File: src/rtl/ifu_fetch.sv
`default_nettype none
// ============================================================================
// Module   : ifu_fetch
// Brief    : Instruction fetch stage; owns the PC, fetches one word per loop
//            over AXI4-Lite AR/R, hands {pc, inst} to decode, awaits next-PC.
//            Optional sticky fault detection under `IFU_FAULT_EN.
// Revision : 1.0 - initial release
// ============================================================================
module ifu_fetch #(
    parameter logic [31:0] RESET_PC = 32'h8000_0000
) (
    input  logic        clock,
    input  logic        reset,
    output logic        valid_post_o,
    input  logic        ready_post_i,
    output logic [31:0] pc_o,
    output logic [31:0] inst_o,
    input  logic        npc_valid_i,
    input  logic        branch_en_i,
    input  logic [31:0] dnpc_i,
    output logic [31:0] araddr_o,
    output logic        arvalid_o,
    input  logic        arready_i,
    input  logic [31:0] rdata_i,
    input  logic [1:0]  rresp_i,
    input  logic        rvalid_i,
    output logic        rready_o
`ifdef IFU_FAULT_EN
    ,
    output logic        fault_o
`endif
);

    typedef enum logic [2:0] {
        S_IDLE     = 3'd0,
        S_ADDR     = 3'd1,
        S_DATA     = 3'd2,
        S_HOLD     = 3'd3,
        S_WAIT_NPC = 3'd4
    } state_t;

    localparam logic [31:0] C_NOP = 32'h0000_0013;

    state_t      r_state;
    logic [31:0] r_pc;
    logic [31:0] r_inst;
    logic        w_npc_take;
    logic [31:0] w_npc;

    // A verdict is only honoured once decode has taken the instruction.
    assign w_npc_take = ((r_state == S_HOLD) && ready_post_i && npc_valid_i) ||
                        ((r_state == S_WAIT_NPC) && npc_valid_i);
    assign w_npc      = branch_en_i ? dnpc_i : (r_pc + 32'd4);

`ifdef IFU_FAULT_EN
    logic r_fault;
    logic w_bad_resp;
    logic w_bad_target;

    assign w_bad_resp   = (r_state == S_DATA) && rvalid_i && (rresp_i != 2'b00);
    assign w_bad_target = w_npc_take && branch_en_i && (dnpc_i[1:0] != 2'b00);
    assign fault_o      = r_fault;
`else
    logic w_unused_rresp;
    assign w_unused_rresp = ^rresp_i;
`endif

    always_ff @(posedge clock or posedge reset) begin
        if (reset) begin
            r_state <= S_IDLE;
            r_pc    <= RESET_PC;
            r_inst  <= C_NOP;
`ifdef IFU_FAULT_EN
            r_fault <= 1'b0;
`endif
        end else begin
            case (r_state)
                S_IDLE: begin
`ifdef IFU_FAULT_EN
                    if (!r_fault) r_state <= S_ADDR;
`else
                    r_state <= S_ADDR;
`endif
                end
                S_ADDR: begin
                    if (arready_i) r_state <= S_DATA;
                end
                S_DATA: begin
                    if (rvalid_i) begin
`ifdef IFU_FAULT_EN
                        if (w_bad_resp) begin
                            r_fault <= 1'b1;
                            r_state <= S_IDLE;
                        end else begin
                            r_inst  <= rdata_i;
                            r_state <= S_HOLD;
                        end
`else
                        r_inst  <= rdata_i;
                        r_state <= S_HOLD;
`endif
                    end
                end
                S_HOLD: begin
                    if (ready_post_i) r_state <= npc_valid_i ? S_ADDR : S_WAIT_NPC;
                end
                S_WAIT_NPC: begin
                    if (npc_valid_i) r_state <= S_ADDR;
                end
                default: r_state <= S_IDLE;
            endcase

            // A misaligned redirect overrides the state chosen above and parks the FSM.
            if (w_npc_take) begin
`ifdef IFU_FAULT_EN
                if (w_bad_target) begin
                    r_fault <= 1'b1;
                    r_state <= S_IDLE;
                end else begin
                    r_pc <= w_npc;
                end
`else
                r_pc <= w_npc;
`endif
            end
        end
    end

    assign arvalid_o    = (r_state == S_ADDR);
    assign rready_o     = (r_state == S_DATA);
    assign valid_post_o = (r_state == S_HOLD);
    assign araddr_o     = r_pc;
    assign pc_o         = r_pc;
    assign inst_o       = r_inst;

endmodule
`default_nettype wire
File: config.mk
export PLATFORM = sky130hd
export DESIGN_NAME = ifu_fetch
export DESIGN_NICKNAME = d
export VERILOG_FILES = /design/src/rtl/ifu_fetch.sv
export SDC_FILE = /design/constraint.sdc
export NUM_CORES = 1
export LEC_CHECK = 0
export CAP_MARGIN = 20
export CORE_MARGIN = 3
export CORE_UTILIZATION = 43
export CTS_BUF_LIST = sky130_fd_sc_hd__clkbuf_4
export DETAILED_ROUTE_END_ITERATION = 12
export GPL_ROUTABILITY_DRIVEN = 1
export HOLD_SLACK_MARGIN = 0.03
export PLACE_DENSITY = 0.83
export SLEW_MARGIN = 10
export SYNTH_ARGS = -nofsm -noshare
export SYNTH_HDL_FRONTEND = slang
export SYNTH_SLANG_ARGS = --single-unit
File: constraint.sdc
create_clock -name clock -period 2.15 [get_ports clock]
set_input_delay 0.215 -clock clock [delete_from_list [all_inputs] [get_ports clock]]
set_output_delay 0.215 -clock clock [all_outputs]
set_load 0.03 [all_outputs]
==> results of run 1 <==
## through the flow
stage	hold slack [ns]	setup slack, ns	util (%)
2_1_floorplan	0.278	0.230	-
3_3_place_gp	0.470	0.291	64.4
3_5_place_dp	0.486	0.178	64.4
4_1_cts	0.189	0.0696	66.3
5_1_grt	0.202	0.0132	66.4
6_report	0.194	0.108	66.4
## final cells by class
type | count | area (um2) | area share, %
Tap cell | 105 | 131 | 2.38
Inverter | 11 | 41.3 | 0.749
Sequential cell | 67 | 1680 | 30.5
Clock buffer | 10 | 75.1 | 1.36
Multi-Input combinational cell | 238 | 1640 | 29.7
Timing Repair Buffer | 187 | 1850 | 33.6
Clock inverter | 6 | 90.1 | 1.64
## power by group
| group | switching, W | internal (W) | leakage [nW] |
|---|---|---|---|
| Combinational | 0.00288 | 0.00227 | 1.34 |
| Clock | 0.000472 | 0.000486 | 0.0866 |
| Sequential | 0.000645 | 0.00189 | 0.785 |
| Total | 0.00399 | 0.00464 | 2.21 |
## critical path, cell delays in order (launching register included)
cell	delay, ns
dfrtp_1	0.49
or3b_1	0.41
inv_1	0.08
dlygate4sd2_1	0.42
## routing by layer
layer,part of all wire (%),track usage [%],wire (um),vias to the layer above
li1,-,-,-,1621
met1,41,27.7,4410,1704
met2,52,38.1,5530,124
met3,5.1,3.68,547,11
met4,1.5,7.35,162,0
met5,0,0,0,-
## cell usage after synthesis, drive strengths merged (2+ instances only)
library cell,instances
nand2,21
inv,11
buf,42
a2bb2oi,7
a31oi,5
a22oi,2
o311a,2
dfstp,4
o31ai,2
a32oi,3
clkbuf,12
and2,2
nand4,7
a41oi,2
mux2,34
o21ai,22
and3,8
nand3,19
a31o,2
nor2,23
nand3b,2
dfrtp,63
nor3,5
o21a,2
o22ai,2
nor4,4
a211oi,2
a21oi,31
and4,3
mux2i,3
o22a,5
or3b,2
o32ai,2
## logic make-up after synthesis
logic type      share of synthesized area, %
compound gates                          17.5
fa+ha+maj                              0.336
buf+inv                                 11.0
flops                                   45.1
mux                                     11.1
simple gates                            15.0
## worst min-delay path by stage
stage / from / to / slack [ns] / cells past startpoint
after floorplan: npc_valid_i / r_state[2]$_DFFE_PP0P_ / 0.28 / 1
after global placement: inst_o[22]$_DFFE_PP0P_ / inst_o[22]$_DFFE_PP0P_ / 0.47 / 1
after detailed placement: inst_o[31]$_DFFE_PP0P_ / inst_o[31]$_DFFE_PP0P_ / 0.49 / 1
after CTS: reset / inst_o[3]$_DFFE_PP0P_ / 0.19 / 3
after global routing: reset / inst_o[6]$_DFFE_PP0P_ / 0.20 / 3
final: reset / inst_o[24]$_DFFE_PP0P_ / 0.19 / 3
## registers in the layout, summed over array words and instances, names as in the netlist
signal    cells
araddr_o     32
inst_o       32
r_state       3
## timing repair
action                                  in CTS  in global routing
hold endpoints to repair                     0                  0
endpoints found under the setup margin       1                  2
setup buffers                                0                  0
resized for setup                            1                  2
==> qor.csv, run 1 <==
stage,metric,value,unit
finish,area_growth,47.9,%
worst_setup_path,r2r_end,araddr_o[21]$_DFFE_PP0P_,
die,coreArea,8300,um2
finish,layoutNonFillerInstCount,624,
timing,rsz0062_at_grt,false,
finish,mostFrequentLayoutCell,clkdlybuf4s50_1,
placed_design,portBuffers,169,
finish,mostFrequentLayoutCells,"clkdlybuf4s50_1, dfrtp_1, mux2_2",
logic_synthesis,ys_seq_area_share,45.1,%
worst_setup_path,reg2reg_depth,5,
placed_design,hpwl,8.13,mm
grt,grt_pass1_vias,3374,
placed_design,place_area,5340,um2
worst_setup_path,rr_startpoint,araddr_o[6]$_DFFE_PP0P_,
worst_setup_path,ff2ff_setup_slack,0.16,ns
cts,worstSkewPairLatency,0.41,ns
logic_synthesis,yosys_warnings,0,
logic_synthesis,synth.net_count,444,
logic_synthesis,syn_inst,370,
timing,worst_pin_slew,0.519,ns
logic_synthesis,synth_top_area_share,42.3,%
cts,cts_buffers,9,
placed_design,place_congestion,0.861,
min_path,min_path_type,primary input to async pin,
timing,setup_violations,0,
worst_setup_path,critical_path_class,flip-flop to output pin,
power,vdd_ir_drop_max,0.000854,V
logic_synthesis,synth_cell_types,56,
drt,totalWireLength,10.6,mm
drt,vias,3460,
timing,final-max-slew-violation-count,0,
worst_setup_path,startpoint_type,flip-flop,
worst_setup_path,startpoint,r_state[1]$_DFFE_PP0P_,
finish,antenna_cells,0,
cts,cts_sinks,67,
logic_synthesis,synth_area_per_cell,10.1,um2
drt,ant_nets,0,
cts,cts_tree,done,
grt,grt_use_total,21.9,%
worst_setup_path,crit_end,rready_o,
worst_setup_path,end_kind,output pin,
power,p_per_area,1570,nW/um2
grt,grt_pass1_wl,17.3,mm
finish,drive_gt1_share,16.2,%
logic_synthesis,ys_top_cells_by_area,"dfrtp_1, mux2_2, buf_4",
job,cap_violations,0,
drt,routedWlPerCell,17.1,um
cts,clk_pin_slew_worst_paths,0.12,ns
grt,grt_overflow_total,0,
placed_design,place_inst,608,
logic_synthesis,synth_edf_count,0,
cts,cts_hold_buffers,0,
timing,clock.fmax,490,MHz
timing,period_minus_slack,2.04,ns
power,leakage,2.21,nW
finish,finalNetCount,588,
logic_synthesis,synthArstFlopShare,100,%
logic_synthesis,synthFlopType,dfrtp_1,
timing,relSlewSlack,65.4,%
cts,clk_path_buf_depth,2,
finish,fin_area,5510,um2
timing,fin_crit_sh,95.0,%
cts,htreeDepth,3,
die,die_area,9820,um2
worst_setup_path,crit_fanout,8,
grt,grt_max_degree,41,
logic_synthesis,syn_area,3730,um2
drt,dr.pass1.iters,4,
drt,route.detailed.drc,0,
grt,antenna_found_initial,0,
worst_setup_path,cp.required,1.93,ns
timing,hold_viol_final,0,
logic_synthesis,ys_ff_latch,67,
logic_synthesis,yosysTopAreaCell,dfrtp_1,
power,finalPower,0.00864,W
die,ios,172,
timing,worst_clock_skew,0.0157,ns
drt,viasPerCell,5.54,
drt,drtIter0Drc,193,
die,die_x,99.1,um
die,rows,33,
finish,nFillCells,698,
worst_setup_path,arrival,1.83,ns
die,die_h,99.1,um
timing,setup-tns-final,0,ns
cts,clock-root-buffer,clkbuf_4,
die,start_util,44.9,%
status,status,completed,
(Power assumes the default switching activity.)
==> run 2: changes to the inputs <==
--- a/config.mk
+++ b/config.mk
@@ -7,13 +7,15 @@
 export LEC_CHECK = 0
 export CAP_MARGIN = 20
 export CORE_MARGIN = 3
-export CORE_UTILIZATION = 43
+export CORE_UTILIZATION = 40
 export CTS_BUF_LIST = sky130_fd_sc_hd__clkbuf_4
+export CTS_CLUSTER_SIZE = 8
 export DETAILED_ROUTE_END_ITERATION = 12
 export GPL_ROUTABILITY_DRIVEN = 1
 export HOLD_SLACK_MARGIN = 0.03
-export PLACE_DENSITY = 0.83
+export PLACE_DENSITY = 0.78
 export SLEW_MARGIN = 10
 export SYNTH_ARGS = -nofsm -noshare
 export SYNTH_HDL_FRONTEND = slang
 export SYNTH_SLANG_ARGS = --single-unit
+export TNS_END_PERCENT = 30
==> run 2 against run 1 <==
Core utilization shrank 3.7 points. Clock skew down 0.00086 ns. Worst setup slack improved by 0.018 ns. Register-to-register slack better by 0.04 ns. Via count about the same. Final area grew 1.2%. Total power up 1.5%.
==> qor.csv, run 2 (synthesis results as in run 1) <==
stage,metric,value,unit
cts,cts_setup_buffers,0,
timing,period_minus_slack,2.02,ns
power,finalPower,0.00877,W
worst_setup_path,crit_fanout,7,
cts,clock-root-buffer,clkbuf_4,
timing,setup-tns-final,0,ns
die,start_util,41.9,%
finish,drive_gt1_share,16.3,%
cts,clk_path_buf_depth,2,
die,die_area,10500,um2
worst_setup_path,worst_path_max_delay_cell,dfrtp_1,
worst_setup_path,crit_path_cell_trace,"or3b_1, inv_1, dlygate4sd2_1",
cts,clk_pin_slew_worst_paths,0.12,ns
die,die_h,103,um
worst_setup_path,arrival,1.81,ns
timing,setup_violations,0,
drt,totalWireLength,10.8,mm
worst_setup_path,cp.required,1.93,ns
worst_setup_path,crit_path_max_incr_delay,0.46,ns
cts,cts_tree,done,
timing,rsz0062_at_grt,false,
drt,vias,3463,
min_path,min_path_type,primary input to async pin,
worst_setup_path,startpoint_type,flip-flop,
grt,grt_max_degree,45,
power,p_per_area,1570,nW/um2
die,rows,34,
timing,worst_pin_slew,0.655,ns
timing,final-max-slew-violation-count,0,
drt,drtIter0Drc,141,
timing,whs,0.149,ns
drt,ant_nets,0,
drt,routedWlPerCell,17.1,um
grt,grt_overflow_total,0,
grt,grt_use_total,20.7,%
cts,cts_buffers,9,
drt,dr.pass1.iters,4,
placed_design,portBuffers,169,
finish,mostFrequentLayoutCells,"clkdlybuf4s50_1, dfrtp_1, mux2_2",
finish,antenna_cells,0,
job,cap_violations,0,
timing,fin_crit_sh,94.1,%
placed_design,place_congestion,0.864,
timing,relSlewSlack,56.3,%
timing,clock.fmax,494,MHz
worst_setup_path,end_kind,output pin,
cts,worstSkewPairLatency,0.42,ns
drt,viasPerCell,5.50,
worst_setup_path,worst-path-buf-inv,2,
power,leakage,2.24,nW
finish,mostFrequentLayoutCell,clkdlybuf4s50_1,
finish,area_growth,49.7,%
timing,worst_clock_skew,0.0149,ns
cts,cts_sinks,67,
timing,hold_viol_final,0,
grt,antenna_found_initial,0,
grt,grt_pass1_wl,17.1,mm
power,vdd_ir_drop_max,0.000909,V
worst_setup_path,cpLargestDelayFamily,buffers and inverters,
die,coreArea,8890,um2
grt,grt_pass1_vias,3384,
cts,htreeDepth,3,
worst_setup_path,critical_path_class,flip-flop to output pin,
placed_design,hpwl,8.10,mm
drt,route.detailed.drc,0,
die,die_x,103,um
finish,finalNetCount,591,
finish,utilization,62.7,%
cts,cts_hold_buffers,0,
die,ios,172,
status,status,completed,
-- run 2: changes by cell type in the layout (fill, tap and decap cells not counted), sizes merged --
cell,delta
buf,+3
bufinv,+1
clkbuf,-1
clkinv,-1
inv,+1
-- run 2: final cells by class --
type / count / area, um2
Clock buffer: 9 / 67.6
Clock inverter: 7 / 115
Fill cell: 755 / 3310
Inverter: 11 / 41.3
Multi-Input combinational cell: 238 / 1640
Sequential cell: 67 / 1680
Tap cell: 108 / 135
Timing Repair Buffer: 190 / 1900
-- run 2: final timing paths --
path	start	to	slack (ns)	cells after the start
setup / recovery	r_state[0]$_DFFE_PP0P_	rready_o	0.13	3
hold / removal	reset	araddr_o[3]$_DFFE_PP0P_	0.15	3
setup reg to reg	r_state[0]$_DFFE_PP0P_	araddr_o[4]$_DFFE_PP0P_	0.20	5
hold reg to reg	inst_o[22]$_DFFE_PP0P_	inst_o[22]$_DFFE_PP0P_	0.50	1
max in group asynchronous	reset	araddr_o[31]$_DFFE_PP1P_	1.64	3
min in group clock	dnpc_i[31]	araddr_o[31]$_DFFE_PP1P_	0.37	3
-- run 2: timing repair --
action,4_1_cts,5_1_grt
hold endpoints to repair,0,0
setup endpoints to repair,1,1
resized for setup,1,1
-- run 2: tightest hold or removal path: stages --
cell and delay, ns:
clkdlybuf4s50_1 0.42, inv_2 0.08, buf_12 0.24
-- run 2: per-layer routing --
metal  track usage (%)  vias to the layer above  wire [um]
met5                 0                        -          0
met4              6.76                        0        149
met3              4.13                       11        793
met2              35.6                      156       5540
met1              26.2                     1684       4290
li1                  -                     1612          -
-- run 2: through the flow --
step	instances	area (um2)	setup WS, ns
6_report	630	5580	0.126
5_1_grt	630	5580	0.0169
4_1_cts	630	5570	0.0688
3_5_place_dp	614	5390	0.150
3_3_place_gp	614	5390	0.196
2_1_floorplan	370	3730	0.230
-- run 2: where the power goes --
group | internal (W) | total (W) | switching (W)
combinational | 0.00229 | 0.00518 | 0.00288
clock | 0.000586 | 0.00107 | 0.000483
sequential | 0.00189 | 0.00252 | 0.000637
total | 0.00477 | 0.00877 | 0.00400
==> run 3: changes to the inputs <==
--- a/config.mk
+++ b/config.mk
@@ -14,6 +14,7 @@
 export GPL_ROUTABILITY_DRIVEN = 1
 export HOLD_SLACK_MARGIN = 0.03
 export PLACE_DENSITY = 0.78
+export REMOVE_ABC_BUFFERS = 1
 export SLEW_MARGIN = 10
 export SYNTH_ARGS = -nofsm -noshare
 export SYNTH_HDL_FRONTEND = slang
==> run 3 against run 2 <==
Die area is the same. Via count increased by 0.58%. Sequential share of layout area rose by 0.20 points. Register-to-register slack about the same. Sequential power about the same. Clock power shrank 12%. Hold slack lost 0.026 ns. Wire length up 3.5%. Final area down 0.65%. Final cell count is the same. Critical path type unchanged. Largest cell class unchanged.
==> qor.csv, run 3 (synthesis results as in run 1) <==
stage,metric,value,unit
worst_setup_path,cp.required,1.93,ns
finish,area_growth,48.7,%
job,cap_violations,0,
timing,clock.fmax,497,MHz
finish,mostFrequentLayoutCell,clkdlybuf4s50_1,
grt,antenna_found_initial,1,
worst_setup_path,rr_startpoint,r_state[2]$_DFFE_PP0P_,
worst_setup_path,arrival,1.80,ns
power,p_per_area,1560,nW/um2
cts,cts_buffers,9,
die,coreArea,8890,um2
worst_setup_path,crit_fanout,7,
timing,fin_crit_sh,93.6,%
drt,vias,3483,
timing,hold_viol_final,0,
timing,relSlewSlack,66.8,%
grt,grt_pass1_vias,3476,
worst_setup_path,end_kind,output pin,
drt,routedWlPerCell,17.7,um
cts,clk_pin_slew_worst_paths,0.11,ns
power,finalPower,0.00864,W
drt,ant_nets,0,
placed_design,place_congestion,0.836,
cts,cts_tree,done,
worst_setup_path,critical_path_class,flip-flop to output pin,
die,start_util,41.9,%
drt,viasPerCell,5.53,
cts,cts_sinks,67,
finish,finalNetCount,590,
cts,clock-root-buffer,clkbuf_4,
worst_setup_path,startpoint_type,flip-flop,
drt,totalWireLength,11.2,mm
grt,grt_pass1_wl,17.6,mm
finish,drive_gt1_share,15.9,%
power,leakage,2.21,nW
timing,worst_pin_slew,0.498,ns
worst_setup_path,ff2ff_setup_slack,0.21,ns
grt,grt_use_total,21.5,%
timing,worst_clock_skew,0.00936,ns
die,rows,34,
drt,dr.pass1.iters,5,
cts,worstSkewPairLatency,0.41,ns
timing,period_minus_slack,2.01,ns
cts,clk_path_buf_depth,2,
die,ios,172,
finish,mostFrequentLayoutCells,"clkdlybuf4s50_1, dfrtp_1, mux2_2",
placed_design,portBuffers,169,
timing,rsz0062_at_grt,false,
drt,route.detailed.drc,0,
timing,setup-tns-final,0,ns
die,die_area,10500,um2
power,vdd_ir_drop_max,0.00105,V
die,die_x,103,um
min_path,min_path_type,primary input to async pin,
grt,grt_max_degree,51,
cts,cts_setup_buffers,0,
timing,setup_violations,0,
worst_setup_path,startpoint,r_state[0]$_DFFE_PP0P_,
cts,htreeDepth,3,
die,die_h,103,um
drt,drtIter0Drc,198,
timing,final-max-slew-violation-count,0,
status,status,completed,
grt,grt_overflow_total,0,
placed_design,hpwl,8.44,mm
==> run 3: worst max-delay path, stage by stage (launching register included) <==
cell           delay, ns
dfrtp_1             0.47
or3b_1              0.44
inv_1               0.08
dlygate4sd2_1       0.41
==> run 3: layer usage <==
metal | vias up | GRT usage [%] | part of all wire [%]
met1 | 1706 | 26.0 | 40
met2 | 142 | 38.3 | 53
li1 | 1622 | - | -
met3 | 13 | 4.80 | 6.0
met4 | 0 | 5.95 | 1.3
met5 | - | 0 | 0
==> run 3: path summary, 6_finish.rpt <==
check | to | cells past startpoint
max | rready_o | 3
min | inst_o[3]$_DFFE_PP0P_ | 2
max reg2reg | araddr_o[27]$_DFFE_PP0P_ | 6
min reg2reg | inst_o[22]$_DFFE_PP0P_ | 1
max in group asynchronous | araddr_o[31]$_DFFE_PP1P_ | 3
min in group clock | araddr_o[31]$_DFFE_PP1P_ | 3
==> run 3: metrics by stage <==
stage	area, um2	setup slack, ns	util [%]	hold WS (ns)	cells
after global placement	5390	0.273	60.6	0.466	613
after CTS	5540	0.121	62.3	0.130	629
final	5540	0.137	62.3	0.124	630
after detailed placement	5390	0.193	60.6	0.477	613
after floorplan	3360	-0.284	-	0.278	316
after global routing	5540	0.0177	62.3	0.133	630
==> run 3: cell type report <==
class | instances | area [um2]
timing repair buffer | 189 | 1890
antenna | 1 | 2.50
multi-input combinational | 238 | 1640
fill | 754 | 3350
tap | 108 | 135
sequential | 67 | 1680
clock inverter | 6 | 80.1
inverter | 11 | 41.3
clock buffer | 10 | 75.1
==> run 3: report_power, final <==
group / switching (W) / internal (W)
registers: 0.000633 / 0.00189
clock network: 0.000466 / 0.000475
logic: 0.00290 / 0.00228
==> run 3: repair_timing <==
item	in CTS	in global routing
resized for setup	2	0
hold buffers	0	0
setup endpoints to repair	2	0
